<file path="config.mk">
export PLATFORM = sky130hd
export DESIGN_NAME = hazard5_shift_iter
export DESIGN_NICKNAME = d
export VERILOG_FILES = /design/src/rtl/hazard5_shift_iter.sv
export SDC_FILE = /design/constraint.sdc
export NUM_CORES = 1
export LEC_CHECK = 0
export ABC_AREA = 1
export BUFFER_PORTS_ARGS = -buffer_cell sky130_fd_sc_hd__buf_2
export CAP_MARGIN = 20
export CORE_ASPECT_RATIO = 0.9
export CORE_MARGIN = 10
export CORE_UTILIZATION = 62
export CTS_BUF_LIST = sky130_fd_sc_hd__clkbuf_16
export CTS_CLUSTER_DIAMETER = 50
export DETAILED_ROUTE_END_ITERATION = 6
export PLACE_DENSITY_LB_ADDON = 0.3
export SLEW_MARGIN = 20
export SYNTH_ARGS = -nofsm -noshare
export SYNTH_HDL_FRONTEND = slang
export SYNTH_SLANG_ARGS = --single-unit
</file>
<file path="constraint.sdc">
create_clock -name clk -period 3.3 [get_ports clk]
set_input_delay 0.33 -clock clk [delete_from_list [all_inputs] [get_ports clk]]
set_output_delay 0.33 -clock clk [all_outputs]
set_load 0.02 [all_outputs]
</file>
<file path="src/rtl/hazard5_shift_iter.sv">
`default_nettype none
// ============================================================================
// Module   : hazard5_shift_iter
// Brief    : Iterative log shifter (SLL/SRL/SRA/ROL/ROR), valid/ready handshake.
// Revision : 1.0 - initial release
// ============================================================================
module hazard5_shift_iter #(
  parameter int W_DATA           = 32,
  parameter int W_SHAMT          = 5,
  parameter int LAYERS_PER_CYCLE = 1
) (
  input  logic               clk,
  input  logic               rst,
  input  logic               in_valid,
  output logic               in_ready,
  input  logic [W_DATA-1:0]  in_data,
  input  logic [W_SHAMT-1:0] in_shamt,
  input  logic [2:0]         in_op,
  output logic               out_valid,
  input  logic               out_ready,
  output logic [W_DATA-1:0]  out_data
);

  localparam int c_n_iter = (W_SHAMT + LAYERS_PER_CYCLE - 1) / LAYERS_PER_CYCLE;
  localparam int c_iter_w = (c_n_iter > 1) ? $clog2(c_n_iter) : 1;
  localparam logic [c_iter_w-1:0] c_last_iter = c_iter_w'(c_n_iter - 1);

  typedef enum logic [1:0] {
    ST_IDLE  = 2'd0,
    ST_SHIFT = 2'd1,
    ST_DONE  = 2'd2
  } state_t;

  state_t               r_state;
  logic [W_DATA-1:0]    r_accum;
  logic [W_SHAMT-1:0]   r_shamt;
  logic [c_iter_w-1:0]  r_iter;
  logic                 r_rot;
  logic                 r_right;
  logic                 r_fill;
  logic                 r_out_valid;
  logic [W_DATA-1:0]    r_out_data;

  logic [W_DATA-1:0]    w_stage;
  logic [W_SHAMT-1:0]   w_sh_bits;
  int                   w_idx;
  logic                 w_load;
  logic [W_DATA-1:0]    w_load_accum;
  logic                 w_load_fill;

  function automatic logic [W_DATA-1:0] bit_reverse(input logic [W_DATA-1:0] d);
    logic [W_DATA-1:0] r;
    for (int i = 0; i < W_DATA; i++) r[i] = d[W_DATA-1-i];
    return r;
  endfunction

  // Right shifts run as left shifts on the reversed operand, so the fill
  // (zero or sign) always enters at the LSB end.
  function automatic logic [W_DATA-1:0] layer_shift(input logic [W_DATA-1:0] d,
                                                    input int amt,
                                                    input logic rot,
                                                    input logic fill);
    logic [W_DATA-1:0] low_mask;
    low_mask = ~({W_DATA{1'b1}} << amt);
    if (rot) return (d << amt) | (d >> (W_DATA - amt));
    else     return (d << amt) | (fill ? low_mask : '0);
  endfunction

  always_comb begin
    w_stage   = r_accum;
    w_idx     = 0;
    w_sh_bits = '0;
    for (int j = 0; j < LAYERS_PER_CYCLE; j++) begin
      w_idx     = int'(r_iter) * LAYERS_PER_CYCLE + j;
      w_sh_bits = r_shamt >> w_idx;
      if (w_idx < W_SHAMT && w_sh_bits[0])
        w_stage = layer_shift(w_stage, 1 << w_idx, r_rot, r_fill);
    end
  end

  always_comb begin
    case (r_state)
      ST_IDLE: in_ready = 1'b1;
      ST_DONE: in_ready = out_ready;
      default: in_ready = 1'b0;
    endcase
  end

  assign w_load       = in_valid && in_ready;
  assign w_load_accum = in_op[0] ? bit_reverse(in_data) : in_data;
  assign w_load_fill  = (in_op == 3'b011) && in_data[W_DATA-1];

  always_ff @(posedge clk) begin
    if (rst) begin
      r_state     <= ST_IDLE;
      r_accum     <= '0;
      r_shamt     <= '0;
      r_iter      <= '0;
      r_rot       <= 1'b0;
      r_right     <= 1'b0;
      r_fill      <= 1'b0;
      r_out_valid <= 1'b0;
      r_out_data  <= '0;
    end else begin
      case (r_state)
        ST_IDLE: begin
          if (w_load) r_state <= ST_SHIFT;
        end
        ST_SHIFT: begin
          r_accum <= w_stage;
          r_iter  <= r_iter + 1'b1;
          if (r_iter == c_last_iter) begin
            r_state     <= ST_DONE;
            r_out_valid <= 1'b1;
            r_out_data  <= r_right ? bit_reverse(w_stage) : w_stage;
          end
        end
        ST_DONE: begin
          if (out_ready) begin
            r_out_valid <= 1'b0;
            r_state     <= w_load ? ST_SHIFT : ST_IDLE;
          end
        end
        default: r_state <= ST_IDLE;
      endcase
      if (w_load) begin
        r_accum <= w_load_accum;
        r_shamt <= in_shamt;
        r_iter  <= '0;
        r_rot   <= in_op[2];
        r_right <= in_op[0];
        r_fill  <= w_load_fill;
      end
    end
  end

  assign out_valid = r_out_valid;
  assign out_data  = r_out_data;

endmodule
`default_nettype wire
</file>
==> results of run 1 <==
layout make-up:
type,count,area (um^2),area share [%]
clock buffer,9,225,2.38
clock inverter,7,80.1,0.848
inverter,88,338,3.58
multi-input combinational,1230,6010,63.7
sequential,78,1560,16.6
tap,168,210,2.23
timing repair buffer,144,1010,10.7
path summary, 6_finish.rpt:
path,startpoint,endpoint,slack (ns),cells past startpoint
hold reg to reg,out_data[16],out_data[16],0.46,2
setup reg to reg,r_iter[0],out_data[14],0.11,23
hold / removal,in_shamt[1],r_shamt[1],0.22,3
setup / recovery,r_iter[0],out_data[14],0.11,23
what timing repair did:
item	in CTS	in global routing
setup endpoints to repair	0	49
resized for setup	0	29
setup buffers	0	4
flip-flops by register name, summed over array words and instances (netlist names):
register   count
r_rot          1
out_data      32
r_accum       32
r_shamt        5
r_right        1
out_valid      1
r_fill         1
r_iter         3
r_state        2
logic make-up after synthesis:
group	share of synthesized area, %
and+or+nand+nor	51.8
DFF	18.8
AOI/OAI and AO/OA	15.6
adders and majority gates	1.21
muxes	2.70
buffers and inverters	9.83
where the power goes:
| group | total, mW | leakage, nW | internal (mW) | switching, mW |
|---|---|---|---|---|
| Clock | 1.06 | 0.148 | 0.597 | 0.460 |
| Combinational | 1.40 | 3.50 | 0.438 | 0.957 |
| Sequential | 1.05 | 0.636 | 0.987 | 0.0649 |
| Total | 3.50 | 4.29 | 2.02 | 1.48 |
synthesized netlist by cell type, types with 6 or more instances:
library cell  number
nand2_1          504
nand3_1          304
a21oi_1          110
dfxtp_1           78
inv_1             77
nor2_1            67
o21ai_0           58
nand4_1           52
clkbuf_1          49
a31oi_1           35
buf_2             25
buf_1             22
mux2_2            19
o21ai_1           13
o211ai_1           9
or2_2              9
ha_1               8
inv_2              7
nand2_2            6
per-stage QoR:
step           utilization (%)  setup TNS (ns)
3_3_place_gp              67.6               0
3_5_place_dp              67.6               0
4_1_cts                   69.9               0
6_report                  71.5               0
5_1_grt                   71.5          -0.197
2_1_floorplan                -               0
tightest hold or removal path, delay by kind of cell:
family	cells	cell delay (ns)
buf+inv	1	0.09
simple gates	1	0.05
compound gates	1	0.05
per-layer routing:
layer / vias up / GRT usage (%)
met2: 893 / 55.2
met1: 5012 / 48.7
met5: - / 0
met4: 0 / 16.4
li1: 5195 / -
met3: 183 / 9.44
==> impl_metrics.tcl, run 1 <==
set metrics [dict create \
    run_status "complete, but fails checks" \
    failed_checks "DRC" \
    drive_above_1_share_pct 15.9 \
    post_drt_via_cell_ratio 6.54 \
    post-route-worst-setup-slack_ns 0.108 \
    netlist.area_leader.share_pct 22.8 \
    postSynth.topFlopCell "dfxtp_1" \
    async_flop_share_pct 0 \
    critPathLaunchType "register" \
    placement_rows 40 \
    max_vdd_drop_mv 0.339 \
    arrival_ns 3.48 \
    layout-area-overhead-vs-synth_pct 14.0 \
    grt_usage_pct 36.8 \
    numClockSinks 78 \
    antenna_violating_nets_post_route 0 \
    setup.worst_path.end_class "register" \
    netlist.top_cell.by_area "nand2_1" \
    holdWs_ns 0.222 \
    final-max-slew-violation-count 0 \
    synth_area_um2 8290 \
    layout.nets 1603 \
    final.fill_count 1216 \
    postSynthRegisterBits 78 \
    global_route_wire_length_before_repair_mm 54.1 \
    final_common_cell "nand2_1" \
    grt_pass1_vias 9846 \
    critPathTopFamily "simple AND/OR/NAND/NOR gates" \
    number_of_drc_violations_after_detailed_routing 7 \
    crit_path_max_incr_delay_ns 0.35 \
    hold_class "in2reg" \
    place_ws_ns 0.102 \
    io-pin-count 78 \
    cts_made_buffers 9 \
    ctsHoldBuffers 0 \
    setup_repair_after_global_routing_missed_its_margin "yes" \
    seq_area_frac_synth_pct 18.8 \
    number_of_antenna_violations_at_the_first_check_in_global_routing 0 \
    routedLengthMet1_mm 13.7 \
    synth_area_per_cell_um2 5.52 \
    path_clk_slew_ns 0.07 \
    crit_path_max_fanout 9 \
    topRoutingLayerUsed "met4" \
    layout_min_cycle_time_ns 3.19 \
    final_cell_count_no_fill 1724 \
    finalSetupViolCount 0 \
    detail_route.iter0.violations 2034 \
    critical_path_slowest_stage_cell "dfxtp_2" \
    fin_worst_skew_ns 0.0112 \
    post_synth_num_cell_types 42 \
    power_density_over_the_cells_nw_per_um2 371 \
    drt_first_pass_iters 7 \
    design_power_total_mw 3.50 \
    placedInstanceArea_um2 8940 \
    count_of_port_buffers_added_during_placement 77 \
    clock_tree_from_tritoncts "built" \
    layout_common_cells "499 x nand2_1, 294 x nand3_1, 108 x a21oi_1, 77 x buf_2" \
    synthesis.instances 1501 \
    cts-root-to-sink-buffers 2 \
    fp.dieH_um 130 \
    detailed_place_hpwl_mm 26.6 \
    post-place-cells 1701 \
    clock_latency_ns 0.36 \
    design_area_um2 9450 \
    routabilityCongestion 1.17 \
    worst-endpoint-required_ns 3.58 \
    syn-num-nets 1553 \
    core_um2 13200 \
    ctsHtreeMaxLevel 3 \
    fmax_ghz 0.313 \
    grt.overflow.total 0 \
    timing_worst_slew_pin_value_ns 1.05 \
    synth_warnings 0 \
    crit_type "reg2reg" \
    timing.max_cap.violations 0 \
    grt_max_degree 68 \
    post_synth_edffs 0 \
    design.die.area_um2 18400 \
    power.static_leakage_nw 4.29 \
    cp_common_cell "nand2_1" \
    final_hold_viol_count 0 \
    diodes 0 \
    wl_met2_mm 15.0 \
    detailroute.via_count 11300 \
    critical_path.cell_chain "ha_1 > ha_2 > inv_2 > nand2_4 > a21oi_2 > ha_1 > inv_1 > nand2_1 > nor2_4 > buf_12 > nand2_4 > inv_4 > nand4_1 > nand2_1 > buf_4 > nand2_1 > nand3_1 > nand3_1 > nand2_1 > nand2_1 > a21oi_1 > nand2_1 > a21oi_1" \
    detail_route.wirelength_mm 35.5 \
    detail_route.wl_per_cell_um 20.6 \
    initial_utilization_pct 62.7 \
    ys_top_cells_by_area "nand2_1 23%, dfxtp_1 19%, nand3_1 18%" \
    timing.slew.headroom_pct 29.7 \
    critical_path.n_buffers_inverters 5 \
    routed_wl_met3_mm 4.88 \
    die_width_um 142 \
    post-route-period-util_pct 96.7 \
    cts.root.buffer_cell "clkbuf_16" \
]
(Power assumes the default switching activity.)
==> run 2, diff against run 1 <==
CORE_UTILIZATION = 66   (was 62)
clock period = 4.03 ns   (was 3.3 ns; I/O delays follow)
==> run 2 against run 1 <==
Against the previous run:
- largest cell class unchanged
- global-route usage is 0.34 points lower
- count of clock-buffer cells in the layout stayed put
- worst hold slack better by 0.092 ns
- sequential share of layout area is 0.90 points higher
- largest power group unchanged
- final area is 5.2% lower
- the flow still finishes with violations (DRC)
- highest routed layer unchanged
==> impl_metrics.tcl, run 2 (synthesis gave the netlist of run 1 again) <==
set metrics [dict create \
    crit_type "reg2reg" \
    placement_rows 38 \
    count_of_port_buffers_added_during_placement 77 \
    antenna_violating_nets_post_route 0 \
    max_vdd_drop_mv 0.347 \
    critPathLaunchType "register" \
    post_drt_via_cell_ratio 6.65 \
    finalSetupViolCount 0 \
    detailroute.via_count 11200 \
    clock_latency_ns 0.36 \
    number_of_drc_violations_after_detailed_routing 16 \
    die_width_um 138 \
    ctsHoldBuffers 0 \
    clock_tree_from_tritoncts "built" \
    layout-area-overhead-vs-synth_pct 8.03 \
    grt.overflow.total 0 \
    power.static_leakage_nw 4.03 \
    detail_route.wirelength_mm 33.9 \
    crit_path_max_fanout 33 \
    setup-tns-final_ns 0 \
    cts_made_buffers 9 \
    cts.root.buffer_cell "clkbuf_16" \
    grt_usage_pct 36.5 \
    diodes 0 \
    setup_repair_after_global_routing_missed_its_margin "no" \
    global_route_wire_length_before_repair_mm 52.7 \
    final_hold_viol_count 0 \
    design_area_um2 8950 \
    worst_r2r_startpoint "r_iter[1]" \
    grt_pass1_vias 9728 \
    holdWs_ns 0.315 \
    layout_common_cells "503 x nand2_1, 304 x nand3_1, 110 x a21oi_1" \
    grt_max_degree 72 \
    setup.worst_path.end_class "register" \
    drt_first_pass_iters 7 \
    routabilityCongestion 1.15 \
    final_common_cell "nand2_1" \
    detail_route.wl_per_cell_um 20.2 \
    placedInstanceArea_um2 8630 \
    ctsHtreeMaxLevel 3 \
    fp.dieH_um 126 \
    detail_route.iter0.violations 2161 \
    path_clk_slew_ns 0.07 \
    worstSetupStartpoint "r_iter[1]" \
    final-max-slew-violation-count 0 \
    failed_checks "DRC" \
    post-route-worst-setup-slack_ns 0.280 \
    power_density_over_the_cells_nw_per_um2 312 \
    fmax_ghz 0.267 \
    timing_worst_slew_pin_value_ns 0.990 \
    core_um2 12200 \
    worst-endpoint-required_ns 4.24 \
    post-route-period-util_pct 93.1 \
    worstHoldStart "in_shamt[0]" \
    layout_min_cycle_time_ns 3.75 \
    initial_utilization_pct 68.1 \
    drive_above_1_share_pct 12.2 \
    numClockSinks 78 \
    hold_class "in2reg" \
    design_power_total_mw 2.79 \
    run_status "complete, but fails checks" \
    layout.nets 1565 \
    cts-root-to-sink-buffers 2 \
    place_ws_ns 0.371 \
    fin_worst_skew_ns 0.0105 \
    io-pin-count 78 \
    detailed_place_hpwl_mm 25.1 \
    arrival_ns 3.97 \
    design.die.area_um2 17400 \
    timing.slew.headroom_pct 33.9 \
    timing.max_cap.violations 0 \
    number_of_antenna_violations_at_the_first_check_in_global_routing 0 \
]
-- run 2: cell count changes in the layout (fill, tap and decap cells not counted), moves of 3 or more --
cell,change
buf_12,-5
buf_4,-30
ha_1,+3
ha_2,-3
nand2_1,+4
nand2_2,-5
nand3_1,+10
nand3_2,-10
nor2_1,+3
-- run 2: timing repair --
action                     in CTS  in global routing
setup endpoints to repair       0                 17
setup buffers                   0                  2
gates resized for setup         0                  0
-- run 2: path summary, 6_finish.rpt --
| kind | end | slack [ns] | cells past startpoint |
|---|---|---|---|
| min | r_shamt[0] | 0.31 | 3 |
| min reg2reg | out_data[13] | 0.47 | 2 |
| max | out_data[2] | 0.28 | 19 |
| max reg2reg | out_data[2] | 0.28 | 19 |
-- run 2: worst max-delay path, cell delays in order, from the launching register on --
cell      delay (ns)
dfxtp_1         0.36
inv_1           0.15
ha_1            0.21
inv_1           0.12
nor2_8          0.39
inv_4           0.17
ha_1            0.26
nand2_4         0.11
o21bai_4        0.16
buf_12          0.22
nand4_1         0.12
nand3_1         0.12
nand3_1         0.11
o21ai_1         0.12
o21ai_0         0.42
nand3_1         0.16
nand2_1         0.16
nand2_1         0.07
nand2_1         0.09
a21oi_1         0.06
-- run 2: routing by layer --
| layer | track usage [%] | wire length (um) |
|---|---|---|
| met5 | 0 | 0 |
| met3 | 11.8 | 4960 |
| met1 | 46.9 | 12800 |
| met2 | 54.1 | 14100 |
| met4 | 17.8 | 2020 |
-- run 2: through the flow --
| stage | utilization, % | instances |
|---|---|---|
| global route | 73.6 | 1678 |
| finish | 73.6 | 1678 |
| floorplan | - | 1501 |
| CTS | 73.4 | 1676 |
| detailed placement | 70.9 | 1660 |
| global placement | 70.9 | 1660 |
-- run 2: power by group --
part / internal, mW / leakage [nW] / total [mW] / switching [mW]
Sequential: 0.809 / 0.636 / 0.867 / 0.0587
Clock: 0.486 / 0.139 / 0.850 / 0.364
Combinational: 0.315 / 3.26 / 1.08 / 0.761
Total: 1.61 / 4.03 / 2.79 / 1.18
-- run 2: final cells by class --
| cell class | count | area [um^2] |
|---|---|---|
| Clock buffer | 9 | 225 |
| Clock inverter | 7 | 78.8 |
| Fill cell | 1061 | 3220 |
| Inverter | 88 | 337 |
| Multi-Input combinational cell | 1230 | 5920 |
| Sequential cell | 78 | 1560 |
| Tap cell | 160 | 200 |
| Timing Repair Buffer | 106 | 628 |
